==> src/rtl/setpoint_entry.sv <==
// Keypad-style setpoint entry: decodes PS/2 set-2 scan codes into a one- or
// two-digit decimal value and commits it as the comparator threshold on Enter.
module setpoint_entry #(
  parameter int N        = 5,
  parameter int MAX_SP   = 31,
  parameter int RESET_SP = 25
) (
  input  logic         clk,
  input  logic         reset,
  input  logic         key_valid,
  input  logic [7:0]   key_code,
  output logic [N-1:0] setpoint,
  output logic         setpoint_valid,
  output logic         entry_err,
  output logic         busy
);

  localparam logic [1:0] WAIT0 = 2'd0;
  localparam logic [1:0] WAIT1 = 2'd1;
  localparam logic [1:0] WAIT2 = 2'd2;

  localparam logic [7:0] KEY_ENTER = 8'h5A;
  localparam logic [7:0] KEY_BKSP  = 8'h66;
  localparam logic [7:0] KEY_ESC   = 8'h76;
  localparam logic [7:0] KEY_BRK   = 8'hF0;
  localparam logic [7:0] KEY_EXT   = 8'hE0;

  localparam logic [31:0] MAX_W = 32'(MAX_SP);

  // Scan codes for digits 9..0, so digit k sits at bits [8k +: 8].
  localparam logic [79:0] DIGIT_CODES = {8'h46, 8'h3E, 8'h3D, 8'h36, 8'h2E,
                                         8'h25, 8'h26, 8'h1E, 8'h16, 8'h45};

  logic [1:0]   state_reg, state_next;
  logic         brk_reg, brk_next;
  logic [3:0]   d1_reg, d1_next;
  logic [3:0]   d2_reg, d2_next;
  logic [N-1:0] setpoint_reg, setpoint_next;
  logic         valid_reg, valid_next;
  logic         err_reg, err_next;

  logic [9:0]   digit_hit;
  logic [3:0]   digit_val;
  logic         is_digit;
  logic [6:0]   value;

  genvar gi;
  generate
    for (gi = 0; gi < 10; gi++) begin : g_digit
      assign digit_hit[gi] = (key_code == DIGIT_CODES[gi*8 +: 8]);
    end
  endgenerate

  always_comb begin
    digit_val = 4'd0;
    for (int i = 0; i < 10; i++) begin
      if (digit_hit[i]) digit_val = 4'(i);
    end
  end

  assign is_digit = |digit_hit;

  // Seven bits hold 99, so an out-of-range entry is never wrapped into range.
  assign value = (state_reg == WAIT2) ? (7'(d1_reg) * 7'd10 + 7'(d2_reg))
                                      : 7'(d1_reg);

  always_comb begin
    state_next    = state_reg;
    brk_next      = brk_reg;
    d1_next       = d1_reg;
    d2_next       = d2_reg;
    setpoint_next = setpoint_reg;
    valid_next    = valid_reg;
    err_next      = 1'b0;
    if (key_valid) begin
      if (brk_reg) begin
        brk_next = 1'b0;
      end else if (key_code == KEY_BRK) begin
        brk_next = 1'b1;
      end else if (key_code == KEY_EXT) begin
        brk_next = brk_reg;
      end else if (is_digit) begin
        case (state_reg)
          WAIT0: begin
            d1_next    = digit_val;
            state_next = WAIT1;
          end
          WAIT1: begin
            d2_next    = digit_val;
            state_next = WAIT2;
          end
          default: err_next = 1'b1;
        endcase
      end else if (key_code == KEY_ENTER) begin
        if (state_reg != WAIT0) begin
          if ({25'd0, value} <= MAX_W) begin
            setpoint_next = N'(value);
            valid_next    = 1'b1;
          end else begin
            err_next = 1'b1;
          end
          state_next = WAIT0;
          d1_next    = 4'd0;
          d2_next    = 4'd0;
        end
      end else if (key_code == KEY_BKSP) begin
        if (state_reg == WAIT2) begin
          state_next = WAIT1;
          d2_next    = 4'd0;
        end else if (state_reg == WAIT1) begin
          state_next = WAIT0;
          d1_next    = 4'd0;
        end
      end else if (key_code == KEY_ESC) begin
        state_next = WAIT0;
        d1_next    = 4'd0;
        d2_next    = 4'd0;
      end
    end
  end

  always_ff @(posedge clk) begin
    if (reset) begin
      state_reg    <= WAIT0;
      brk_reg      <= 1'b0;
      d1_reg       <= 4'd0;
      d2_reg       <= 4'd0;
      setpoint_reg <= N'(RESET_SP);
      valid_reg    <= 1'b0;
      err_reg      <= 1'b0;
    end else begin
      state_reg    <= state_next;
      brk_reg      <= brk_next;
      d1_reg       <= d1_next;
      d2_reg       <= d2_next;
      setpoint_reg <= setpoint_next;
      valid_reg    <= valid_next;
      err_reg      <= err_next;
    end
  end

  assign setpoint       = setpoint_reg;
  assign setpoint_valid = valid_reg;
  assign entry_err      = err_reg;
  assign busy           = (state_reg != WAIT0);

endmodule

==> config.mk <==
export PLATFORM = sky130hd
export DESIGN_NAME = setpoint_entry
export DESIGN_NICKNAME = d
export VERILOG_FILES = /design/src/rtl/setpoint_entry.sv
export SDC_FILE = /design/constraint.sdc
export NUM_CORES = 1
export LEC_CHECK = 0
export CORE_MARGIN = 1.5
export CORE_UTILIZATION = 50
export CTS_CLUSTER_SIZE = 14
export DETAILED_ROUTE_END_ITERATION = 8
export GPL_ROUTABILITY_DRIVEN = 1
export PLACE_DENSITY = 0.7
export SYNTH_ARGS = -nofsm -noshare
export SYNTH_HDL_FRONTEND = slang
export SYNTH_SLANG_ARGS = --single-unit
==> constraint.sdc <==
create_clock -name clk -period 2.77 [get_ports clk]
set_input_delay 0.277 -clock clk [delete_from_list [all_inputs] [get_ports clk]]
set_output_delay 0.277 -clock clk [all_outputs]
set_load 0.005 [all_outputs]
==> flow_summary.ini <==
[outcome]
outcome = finished clean

[logic_synthesis]
synth_area_um2 = 1550
synth_edf_count = 0
synth.avg_cell_area_um2 = 8.89
synth_cells = 174
synth-main-ff-cell = dfxtp_1
synthArstFlopShare_pct = 0
synth_seq_cells = 18
syn-num-nets = 194
yosysSeqAreaShare_pct = 23.3
synth.distinct_cells = 58
yosys_warnings = 0

[min_path]
worstHoldStart = setpoint_valid
hold_depth = 2
hold_end = setpoint_valid
min-delay-path-class = flip-flop to flip-flop

[clocking]
cts_root_buf = clkbuf_4
cts_buffer_depth = 2
holdBufCountCts = 0
clock-sinks = 18
htreeDepth = 1
cts_made_buffers = 3
clk_pin_slew_worst_paths_ns = 0.10
clkLatencyLatePin_ns = 0.29
cts_tree = built

[grt]
grt_overflow_total = 0
grt_pass1_wl_mm = 6.06
track_usage_pct = 22.7
grt_pass1_vias = 1271
antenna_found_initial = 0
grt_max_degree = 16

[setup_path]
required_ns = 2.95
max_stage_delay_ns = 0.45
rr_startpoint = d1_reg[1]
cpMaxStageDelayCell = fa_1
rr_endpoint = setpoint[3]
reg2reg_slack_ns = 0.12
crit_arrival_ns = 2.83
setup.worst_path.class = flip-flop to flip-flop
rr_worst_depth = 9
crit_top_cell = ha_1
cp-end-kind = flip-flop
crit_path_start_kind = flip-flop
cp_cell_sequence = ha_1, ha_1, inv_1, fa_1, nor4bb_2, a2bb2oi_1, a21oi_4, mux2i_1, nand2_1
crit_fanout = 7

[die]
initial_core_util_pct = 54.2
rows = 19
coreArea_um2 = 2850
die_w_um = 58.6
die_h_um = 58.6
dieArea_um2 = 3440
pin_count = 19

[placed_design]
place_inst = 221
portBuffers = 18
dp_hpwl_mm = 2.79
dpl_worst_slack_ns = 0.0898
place.gp.congestion = 0.892

[final_layout]
drive_above_1_share_pct = 19.6
syn2layout_area_growth_pct = 17.0
layout.nets = 216
largest_register_ffs = 5
antenna_cells = 0
layout.cells.non_filler = 225

[sta]
setup_viol = 0
max_freq_mhz = 377
tightest_slew_ns = 0.445
finalHoldViolCount = 0
slew_headroom_pct = 70.2
fin_crit_ns = 2.65
fin_crit_sh_pct = 95.7
timing.hold.ws_ns = 0.478
maxSlewViolCount = 0
finClkSkew_ns = 0.00916
worst_slack_ns = 0.119

[drt]
dr.first_iter.drc_count = 58
vias = 1359
avgViaCountPerCell = 6.04
antenna_left = 0
drt_drc_violations_left = 0
detail_route.wl_per_cell_um = 15.9
totalWireLength_mm = 3.58
dr.pass1.iters = 4

[run]
drv_cap = 0

[pwr]
p_per_area_nw_per_um2 = 263
ir_drop_mv = 0.308
leakagePower_uw = 0.000716
-- cell usage after synthesis, types with 5 or more instances --
library cell	n	area share [%]
mux2i_1	5	3.2
nor2_1	13	3.2
a21oi_1	7	2.3
ha_1	7	5.7
clkbuf_1	6	1.5
nand3_1	6	1.9
dfxtp_1	18	23
mux2_4	5	4.9
nand2_1	15	3.6
inv_1	6	1.5
nor2b_1	8	3.2
nand2b_1	7	2.8
-- placed cells by master, fill, tap and decap left out, drive strengths merged, types with 2 or more instances in the layout --
cell,synthesis,layout
inv,6,6
nand2,15,15
dfxtp,18,18
clkdlybuf4s50,0,18
fa,2,2
o21a,2,2
buf,5,10
nor2,13,13
o21ai,7,7
o22ai,3,3
ha,7,7
a31oi,4,4
nand3,6,6
nor2b,8,8
nand4,3,3
or4,3,3
xor2,4,4
mux2,8,8
nand2b,8,8
clkbuf,6,3
and3,4,4
mux2i,5,5
nor4,3,3
a21oi,8,8
nor4bb,2,2
xnor2,2,2
o31ai,2,2
-- per-layer routing --
layer,GRT usage (%),part of all wire (%),vias up
met4,2.60,0.25,0
met2,35.3,46,47
met5,0,0,-
met3,4.40,5.7,2
li1,-,-,677
met1,33.8,48,633
-- critical path: cells and delay by family, from the launching register on --
| family | cells | cell delay (ns) |
|---|---|---|
| muxes | 1 | 0.23 |
| buffers and inverters | 1 | 0.06 |
| DFF | 1 | 0.36 |
| and+or+nand+nor | 2 | 0.41 |
| adders and majority gates | 3 | 0.96 |
| AOI/OAI and AO/OA | 2 | 0.51 |
-- what timing repair did --
action / in CTS / in global routing
gates resized for setup: 0 / 2
buffers inserted: 0 / 1
endpoints found under the setup margin: 0 / 4
-- power by group --
group / internal [uW] / switching (uW) / total [uW] / leakage [uW]
Combinational: 40.9 / 47.6 / 88.5 / 0.000557
Sequential: 259 / 0.768 / 260 / 0.000146
Clock: 50.5 / 77.6 / 128 / 0.0000138
Total: 351 / 126 / 476 / 0.000716
-- area by class of cell --
type	count	area, um2
flip-flops and latches	18	362
clock buffers	3	22.5
fillers	245	1040
repair buffers	28	255
multi-input cells	139	1110
well taps	31	38.8
inverters	6	22.5
-- how the worst max path moves through the flow --
stage / startpoint / end / slack (ns)
2_1_floorplan: d1_reg[1] / setpoint[0] / 0.45
3_3_place_gp: key_code[0] / d1_reg[1] / 0.17
3_5_place_dp: d1_reg[1] / setpoint[0] / 0.09
4_1_cts: d1_reg[1] / setpoint[3] / 0.07
5_1_grt: d1_reg[1] / setpoint[0] / -0.0004
6_report: d1_reg[1] / setpoint[3] / 0.12
-- kinds of logic after synthesis --
| kind of cell | Yosys count | synth area share (%) |
|---|---|---|
| xor gates and xnor gates | 6 | 3.40 |
| adders and majority gates | 9 | 8.25 |
| muxes | 13 | 10.3 |
| buffers and inverters | 17 | 5.42 |
| and+or+nand+nor | 74 | 30.7 |
| AOI/OAI and AO/OA | 37 | 18.7 |
| DFF | 18 | 23.3 |
-- stage by stage --
step	power [uW]	area (um2)	util (%)	TNS (ns)
after CTS	477	1790	62.9	0
after global routing	498	1810	63.4	-0.000432
final	476	1810	63.4	0
after detailed placement	353	1770	62.1	0
after global placement	351	1770	62.1	0
after floorplan	320	1550	-	0
Power figures use the tool's default switching activity.
